==> config.mk <==
export PLATFORM = sky130hd
export DESIGN_NAME = exp4_unidade_controle
export DESIGN_NICKNAME = d
export VERILOG_FILES = /design/src/rtl/exp4_unidade_controle.sv
export SDC_FILE = /design/constraint.sdc
export NUM_CORES = 1
export LEC_CHECK = 0
export CORE_MARGIN = 8
export CORE_UTILIZATION = 45
export DETAILED_ROUTE_END_ITERATION = 8
export GPL_TIMING_DRIVEN = 0
export PLACE_DENSITY = 0.71
export SKIP_LAST_GASP = 1
export SLEW_MARGIN = 20
export SYNTH_ARGS = -nofsm -noshare
export SYNTH_HDL_FRONTEND = slang
export SYNTH_SLANG_ARGS = --single-unit
==> constraint.sdc <==
create_clock -name clock -period 2 [get_ports clock]
set_input_delay 0.2 -clock clock [delete_from_list [all_inputs] [get_ports clock]]
set_output_delay 0.2 -clock clock [all_outputs]
set_load 0.02 [all_outputs]
==> src/rtl/exp4_unidade_controle.sv <==
// Control FSM for the 16-play memory game: sequences clear/count/register strobes and reports the outcome.
// Latency: key press reaches the FSM as a one-cycle pulse 3 clocks after the key goes high; outputs are Moore.
// Backpressure: none; a held key produces a single play until every key has been released.
module exp4_unidade_controle #(
    parameter int unsigned TIMEOUT_CICLOS = 5000
) (
    input  logic       clock,
    input  logic       reset,
    input  logic       iniciar,
    input  logic [3:0] chaves,
    input  logic       chavesIgualMemoria,
    input  logic       fimC,
    output logic       zeraC,
    output logic       contaC,
    output logic       zeraR,
    output logic       registraR,
    output logic       pronto,
    output logic       acertou,
    output logic       errou,
    output logic       timeout,
    output logic [3:0] db_estado
);

    typedef enum logic [3:0] {
        INICIAL     = 4'h0,
        PREPARACAO  = 4'h1,
        ESPERA      = 4'h2,
        REGISTRA    = 4'h4,
        COMPARACAO  = 4'h5,
        PROXIMO     = 4'h6,
        FIM_ACERTOU = 4'hA,
        FIM_TIMEOUT = 4'hD,
        FIM_ERROU   = 4'hE
    } estado_t;

    localparam logic [15:0] TIMER_LIMITE = 16'(TIMEOUT_CICLOS - 1);
    localparam logic [15:0] TIMER_MAX    = 16'hFFFF;

    estado_t     estado;
    estado_t     proximo_estado;
    logic        sinc1;
    logic        sinc2;
    logic        historico;
    logic        jogada_feita;
    logic [15:0] timer;
    logic        fim_tempo;

    // Keys are asynchronous: synchronise their OR, then edge-detect against one history flop.
    always_ff @(posedge clock or negedge reset) begin
        if (!reset) begin
            sinc1     <= 1'b0;
            sinc2     <= 1'b0;
            historico <= 1'b0;
        end else begin
            sinc1     <= |chaves;
            sinc2     <= sinc1;
            historico <= sinc2;
        end
    end

    assign jogada_feita = sinc2 & ~historico;

    // Timer only runs while waiting for a play and saturates instead of wrapping.
    always_ff @(posedge clock or negedge reset) begin
        if (!reset) begin
            timer <= 16'd0;
        end else if (estado != ESPERA) begin
            timer <= 16'd0;
        end else if (timer != TIMER_MAX) begin
            timer <= timer + 16'd1;
        end
    end

    assign fim_tempo = (timer == TIMER_LIMITE);

    always_ff @(posedge clock or negedge reset) begin
        if (!reset) begin
            estado <= INICIAL;
        end else begin
            estado <= proximo_estado;
        end
    end

    always_comb begin
        proximo_estado = estado;
        case (estado)
            INICIAL:     if (iniciar) proximo_estado = PREPARACAO;
            PREPARACAO:  proximo_estado = ESPERA;
            // A play arriving on the timeout cycle still counts.
            ESPERA: begin
                if (jogada_feita) begin
                    proximo_estado = REGISTRA;
                end else if (fim_tempo) begin
                    proximo_estado = FIM_TIMEOUT;
                end
            end
            REGISTRA:    proximo_estado = COMPARACAO;
            COMPARACAO: begin
                if (!chavesIgualMemoria) begin
                    proximo_estado = FIM_ERROU;
                end else if (fimC) begin
                    proximo_estado = FIM_ACERTOU;
                end else begin
                    proximo_estado = PROXIMO;
                end
            end
            PROXIMO:     proximo_estado = ESPERA;
            FIM_ACERTOU,
            FIM_TIMEOUT,
            FIM_ERROU:   if (iniciar) proximo_estado = PREPARACAO;
            default:     proximo_estado = INICIAL;
        endcase
    end

    always_comb begin
        zeraC     = 1'b0;
        contaC    = 1'b0;
        zeraR     = 1'b0;
        registraR = 1'b0;
        pronto    = 1'b0;
        acertou   = 1'b0;
        errou     = 1'b0;
        timeout   = 1'b0;
        case (estado)
            PREPARACAO: begin
                zeraC = 1'b1;
                zeraR = 1'b1;
            end
            REGISTRA:    registraR = 1'b1;
            PROXIMO:     contaC = 1'b1;
            FIM_ACERTOU: begin
                pronto  = 1'b1;
                acertou = 1'b1;
            end
            FIM_TIMEOUT: begin
                pronto  = 1'b1;
                errou   = 1'b1;
                timeout = 1'b1;
            end
            FIM_ERROU: begin
                pronto = 1'b1;
                errou  = 1'b1;
            end
            default: ;
        endcase
    end

    assign db_estado = estado;

endmodule

==> results of run 1 <==
cell type report:
cell class | count | area [sq um] | area share
Tap cell | 31 | 38.79 | 0.02422
Buffer | 8 | 56.30 | 0.03516
Clock inverter | 1 | 5.005 | 0.003125
Multi-Input combinational cell | 97 | 681.9 | 0.4258
Clock buffer | 3 | 22.52 | 0.01406
Sequential cell | 23 | 575.6 | 0.3594
Timing Repair Buffer | 22 | 198.9 | 0.1242
Inverter | 6 | 22.52 | 0.01406
layout by cell type, fill, tap and decap left out, types with 2 or more instances in the layout:
cell type | synthesis | final
xor2_1 | 3 | 3
a21boi_0 | 2 | 2
nor2_1 | 13 | 13
clkbuf_2 | 0 | 2
and4_1 | 4 | 4
a31oi_1 | 5 | 5
or4_1 | 2 | 2
clkbuf_4 | 0 | 4
nor4b_1 | 3 | 2
nand4_1 | 4 | 4
o21ai_0 | 7 | 7
inv_1 | 6 | 6
nand2_1 | 7 | 7
buf_2 | 4 | 4
buf_6 | 2 | 2
a311oi_1 | 2 | 2
xnor2_1 | 6 | 6
a21oi_1 | 4 | 4
dfrtp_1 | 23 | 23
nor3_1 | 6 | 6
nand3_1 | 5 | 5
clkdlybuf4s50_1 | 0 | 11
a211oi_1 | 4 | 4
and3_1 | 2 | 2
dlygate4sd2_1 | 0 | 5
buf_4 | 1 | 2
nor4_1 | 3 | 3
power by group:
group | leakage, uW | internal [uW] | total (uW) | switching, uW
Clock | 0.0000177 | 75.0 | 225 | 150
Sequential | 0.000302 | 509 | 542 | 32.5
Combinational | 0.000363 | 311 | 691 | 379
worst min path at each step:
stage                     depth (start not counted)  slack (ns)   from            to
final                                             2        0.36  reset      timer[9]
after CTS                                         0        0.37  sinc1         sinc2
after floorplan                                   0        -0.1  reset  db_estado[0]
after global placement                            0        0.33  sinc1         sinc2
after global routing                              0        0.38  sinc1         sinc2
after detailed placement                          0        0.34  sinc1         sinc2
per-stage QoR:
stage	setup slack [ns]	hold slack, ns	instance area, sq um	std cells	utilization
global route	-0.009456	0.3774	1602	191	0.5758
CTS	-0.1656	0.3697	1583	189	0.5691
global placement	0.1224	0.3344	1558	185	0.5601
detailed placement	0.08429	0.3397	1558	185	0.5601
finish	0.1261	0.3590	1602	191	0.5758
floorplan	0.02153	-0.09559	1319	134	-
layer usage:
layer	up-vias	GRT usage	wire (um)
met5	-	0	0
li1	545	-	-
met3	5	0.02684	187
met1	552	0.1641	1335
met2	33	0.2122	1430
met4	0	0.05134	42
worst max-delay path, stage by stage, from the launching register on:
cell	delay [ns]
dfrtp_1	0.38
buf_2	0.24
inv_1	0.12
nor4_1	0.23
dlygate4sd2_1	0.38
sequential cells by signal, indices dropped and copies added (netlist names):
register,flops
historico,1
sinc1,1
timer,16
db_estado,4
sinc2,1
cells in the mapped netlist:
cell type | number | share of area
dfrtp_1 | 23 | 0.44
nor2_1 | 13 | 0.037
nand2_1 | 7 | 0.020
o21ai_0 | 7 | 0.027
inv_1 | 6 | 0.017
nor3_1 | 6 | 0.023
xnor2_1 | 6 | 0.040
a31oi_1 | 5 | 0.024
nand3_1 | 5 | 0.019
a211oi_1 | 4 | 0.023
a21oi_1 | 4 | 0.015
and4_1 | 4 | 0.027
buf_2 | 4 | 0.015
nand4_1 | 4 | 0.019
nor4_1 | 3 | 0.014
nor4b_1 | 3 | 0.020
xor2_1 | 3 | 0.020
a21boi_0 | 2 | 0.011
a311oi_1 | 2 | 0.013
and3_1 | 2 | 0.0095
buf_6 | 2 | 0.017
or4_1 | 2 | 0.011
a2111oi_4 | 1 | 0.021
a21bo_4 | 1 | 0.012
a21oi_2 | 1 | 0.0066
a21oi_4 | 1 | 0.012
a221o_1 | 1 | 0.0076
a31o_2 | 1 | 0.0066
and2_1 | 1 | 0.0047
buf_4 | 1 | 0.0057
clkbuf_1 | 1 | 0.0028
ha_1 | 1 | 0.0095
nand2_2 | 1 | 0.0047
nand3_2 | 1 | 0.0076
nand3b_1 | 1 | 0.0057
nand4b_1 | 1 | 0.0066
nor2b_1 | 1 | 0.0047
nor4_4 | 1 | 0.016
or4b_1 | 1 | 0.0076
kinds of logic after synthesis:
kind of cell             Yosys count
flip-flops                        23
AO/OA/AOI/OAI                     30
buffers and inverters             14
AND/OR/NAND/NOR                   57
adder cells (fa/ha/maj)            1
XOR/XNOR                           9
timing repair:
action,in CTS,in global routing
setup endpoints to repair,8,10
buffers inserted,0,1
resized for setup,8,8
hold buffers,0,1
endpoints found under the hold margin,0,23
pin swaps,0,1
==> impl_metrics.toml, run 1 <==
[clock_tree]
ctsRootBufferMaster = "clkbuf_4"
htreeDepth = 1
clock-sinks = 23
clock_latency_ns = 0.32
numCtsBuffers = 3
clkTransAtPathRegs_ns = 0.13
clockBufferDepth = 2
cts_tree = "built"

[yosys]
muxShareOfSynthArea = 0
synthAdderAreaFrac = 0.009488
synthXorXnorAreaFrac = 0.05977
yosys.area_share.simple = 0.2571
synth_area_sq_um = 1319
synth_cell_types = 39
syn_area_per_cell_sq_um = 9.842
seq_area_frac_synth = 0.4364
synth_compound_area_frac = 0.1793
syn_inst = 134
ys_warn_count = 0
synth_top_family_by_area = "simple AND/OR/NAND/NOR gates"
synth_nets = 144
synth_seq_cells = 23

[setup_path]
r2r_slack_ns = 0.20
crit_type = "reg -> out"
worstSetupEndpointType = "primary output"
crit_path_start_kind = "flop"
crit_start = "db_estado[1]"
rr_worst_depth = 7
crit_path_max_fanout = 10
crit_path_end = "acertou"
rr_endpoint = "db_estado[3]"
arrival_ns = 1.67
r2r-start = "db_estado[2]"
worst_ep_required_time_ns = 1.80

[place]
portBuffers = 20
gp_congestion = 0.8750
hpwl_um = 2136

[finish]
syn2layout_area_growth_pct = 21.44
antennaDiodeCount = 0
nets = 171
nFillCells = 257
drive_gt1_frac = 0.1500

[timing]
fin_skew_ns = 0.001034
period_needed_ns = 1.874
relSlewSlack = 0.6581
hold_viol = 0
finalSetupViolCount = 0
fin_tns_setup_ns = 0
slew_viol_final = 0
post-route-period-util = 0.9370
fmax_mhz = 533.6
worst_pin_slew_ns = 0.5082
rsz0062_at_grt = "yes"

[detailed_routing]
vias = 1135
dr.pass1.iters = 4
drc = 0
ant_nets = 0
routedWlPerCell_um = 15.69
initialDrtViolationCount = 56
avgViaCountPerCell = 5.942
routed_wirelength_um = 2996

[run_status]
outcome = "finished clean"

[global_route]
grt_pass1_vias = 1146
grt_use_total = 0.1304
gr-total-overflow = 0
grt_max_degree = 24
grt_pass1_wl_um = 5409
antenna_found_initial = 0

[power_and_ir_drop]
vdd_drop_max_uv = 962.4
powerDensity_nw_per_um2 = 910.4
leakagePower_uw = 0.0006824
power_uw = 1458

[job]
drv_cap = 0

[floorplanning]
fp.coreArea_sq_um = 2781
rows = 19
die_height_um = 70.14
die_area_sq_um = 4919
start_util = 0.4741
die_x_um = 70.14
design.portCount = 21

[worst_hold_path]
hp-class = "in -> async"
No activity file was read; power rests on OpenSTA's default activity.
==> inputs of run 2 (changes only) <==
--- a/config.mk
+++ b/config.mk
@@ -8,6 +8,7 @@
 export CORE_MARGIN = 8
 export CORE_UTILIZATION = 45
 export DETAILED_ROUTE_END_ITERATION = 8
+export GPL_ROUTABILITY_DRIVEN = 0
 export GPL_TIMING_DRIVEN = 0
 export PLACE_DENSITY = 0.71
 export SKIP_LAST_GASP = 1
==> constraint.sdc (replaced) <==
create_clock -name clock -period 2 [get_ports clock]
set_input_delay 0.2 -clock clock [delete_from_list [all_inputs] [get_ports clock]]
set_output_delay 0.2 -clock clock [all_outputs]
set_load 0.005 [all_outputs]
==> impl_metrics.toml, run 2 (synthesis gave the netlist of run 1 again) <==
[setup_path]
slowest_delay_ns = 0.49
worst_path_dominant_cell_family = "buffers and inverters"
rr_worst_depth = 6
cp_slowest_cell = "clkdlybuf4s50_1"
rr_endpoint = "timer[14]"
crit_path_start_kind = "flop"
crit_chain = "buf_4 > nand4b_1 > buf_4 > inv_1 > clkdlybuf4s50_1"
crit_type = "reg -> out"
worst_ep_required_time_ns = 1.80
crit_cells = 5
r2r_slack_ns = 0.18
cp.buffers_inverters = 4
worstSetupEndpointType = "primary output"
r2r-start = "timer[12]"
cpMostUsedCell = "buf_4"
arrival_ns = 1.81
crit_path_max_fanout = 10

[floorplanning]
start_util = 0.4741
fp.coreArea_sq_um = 2781
rows = 19
die_area_sq_um = 4919
die_height_um = 70.14
design.portCount = 21
die_x_um = 70.14

[place]
pre_cts_slack_ns = 0.09101
hpwl_um = 2136
portBuffers = 20

[finish]
syn2layout_area_growth_pct = 24.86
final_common_cell = "dfrtp_1"
regMostFlops = "timer"
nFillCells = 253
nets = 173
antennaDiodeCount = 0
drive_gt1_frac = 0.1543
layout_common_cells = "dfrtp_1, clkdlybuf4s50_1, nor2_1"
largest_register_ffs = 16
utilization = 0.5920

[timing]
fin_skew_ns = 0.002741
fmax_mhz = 498.5
hold_viol = 0
rsz0062_at_grt = "yes"
setup_ws_ns = -0.005825
slew_viol_final = 0
relSlewSlack = 0.6558
worst_pin_slew_ns = 0.5116
period_needed_ns = 2.006
post-route-period-util = 1.003
finalSetupViolCount = 1

[power_and_ir_drop]
powerDensity_nw_per_um2 = 864.8
leakagePower_uw = 0.0007267
p_clk_frac = 0.158
seqPwrFrac = 0.380
switching_share = 0.3495
p_int_uw = 926.4
power_frac_comb = 0.462
vdd_drop_max_uv = 925.2
p_sw_uw = 497.6

[clock_tree]
cts_tree = "built"
clock_latency_ns = 0.32
htreeDepth = 1
clockBufferDepth = 2
clock-sinks = 23
numCtsBuffers = 3
ctsRootBufferMaster = "clkbuf_4"
clkTransAtPathRegs_ns = 0.13

[global_route]
grt_pass1_wl_um = 5492
gr-total-overflow = 0
grt_max_degree = 24
antenna_found_initial = 0
grt_pass1_vias = 1157
grt_use_total = 0.1325

[detailed_routing]
routed_wirelength_um = 3137
routedWlPerCell_um = 16.25
drc = 0
ant_nets = 0
initialDrtViolationCount = 45
avgViaCountPerCell = 5.984
dr.pass1.iters = 4
vias = 1155

[run_status]
violations = "setup timing"
outcome = "complete, but fails checks"

[worst_hold_path]
hp-class = "in -> async"

[job]
drv_cap = 0
## run 2: changes by cell type in the layout (fill, tap and decap cells not counted), sizes merged
cell,before,now
buf,8,11
clkbuf,7,4
clkdlybuf4s50,11,14
dlygate4sd2,5,1
dlymetal6s2s,1,4
## run 2: how the worst max path moves through the flow
| stage | start | to |
|---|---|---|
| global placement | timer[0] | timer[2] |
| finish | db_estado[1] | timeout |
| detailed placement | timer[0] | timer[0] |
| global route | db_estado[0] | zeraR |
| CTS | db_estado[2] | zeraR |
| floorplan | db_estado[2] | db_estado[3] |
## run 2: metrics by stage
stage / hold WS, ns / instance area, sq um / setup TNS [ns] / total power (uW) / cells
floorplan: -0.09559 / 1319 / 0 / 919.1 / 134
CTS: 0.3697 / 1615 / -0.03207 / 1411 / 191
global route: 0.3760 / 1647 / -0.2032 / 1527 / 193
global placement: 0.3344 / 1558 / 0 / 1139 / 185
detailed placement: 0.3397 / 1558 / 0 / 1158 / 185
finish: 0.3596 / 1647 / -0.005825 / 1424 / 193
## run 2: repair_timing
action,4_1_cts,5_1_grt
resized for setup,5,5
setup endpoints to repair,6,13
hold endpoints to repair,0,23
buffers inserted,2,1
pin swaps,0,2
hold buffers,0,1
## run 2: cell type report
cell class | count | area (sq um) | share of cell area
buffer | 8 | 58.81 | 0.03571
sequential | 23 | 575.6 | 0.3495
clock inverter | 1 | 5.005 | 0.003040
timing repair buffer | 24 | 236.5 | 0.1436
inverter | 6 | 22.52 | 0.01368
clock buffer | 3 | 22.52 | 0.01368
tap | 31 | 38.79 | 0.02356
multi-input combinational | 97 | 686.9 | 0.4172
## run 2: routing by layer
| metal | track usage | vias up | part of all wire |
|---|---|---|---|
| li1 | - | 552 | - |
| met5 | 0 | - | 0 |
| met4 | 0.05134 | 0 | 0.013 |
| met2 | 0.2173 | 34 | 0.48 |
| met1 | 0.1658 | 564 | 0.46 |
| met3 | 0.02684 | 5 | 0.051 |
## run 2: power by group through the flow
stage	combinational, uW	sequential (uW)	clock [uW]
detailed placement	607	550	0
CTS	645	540	226
finish	659	541	224
floorplan	369	550	0
global placement	592	548	0
global route	729	546	252
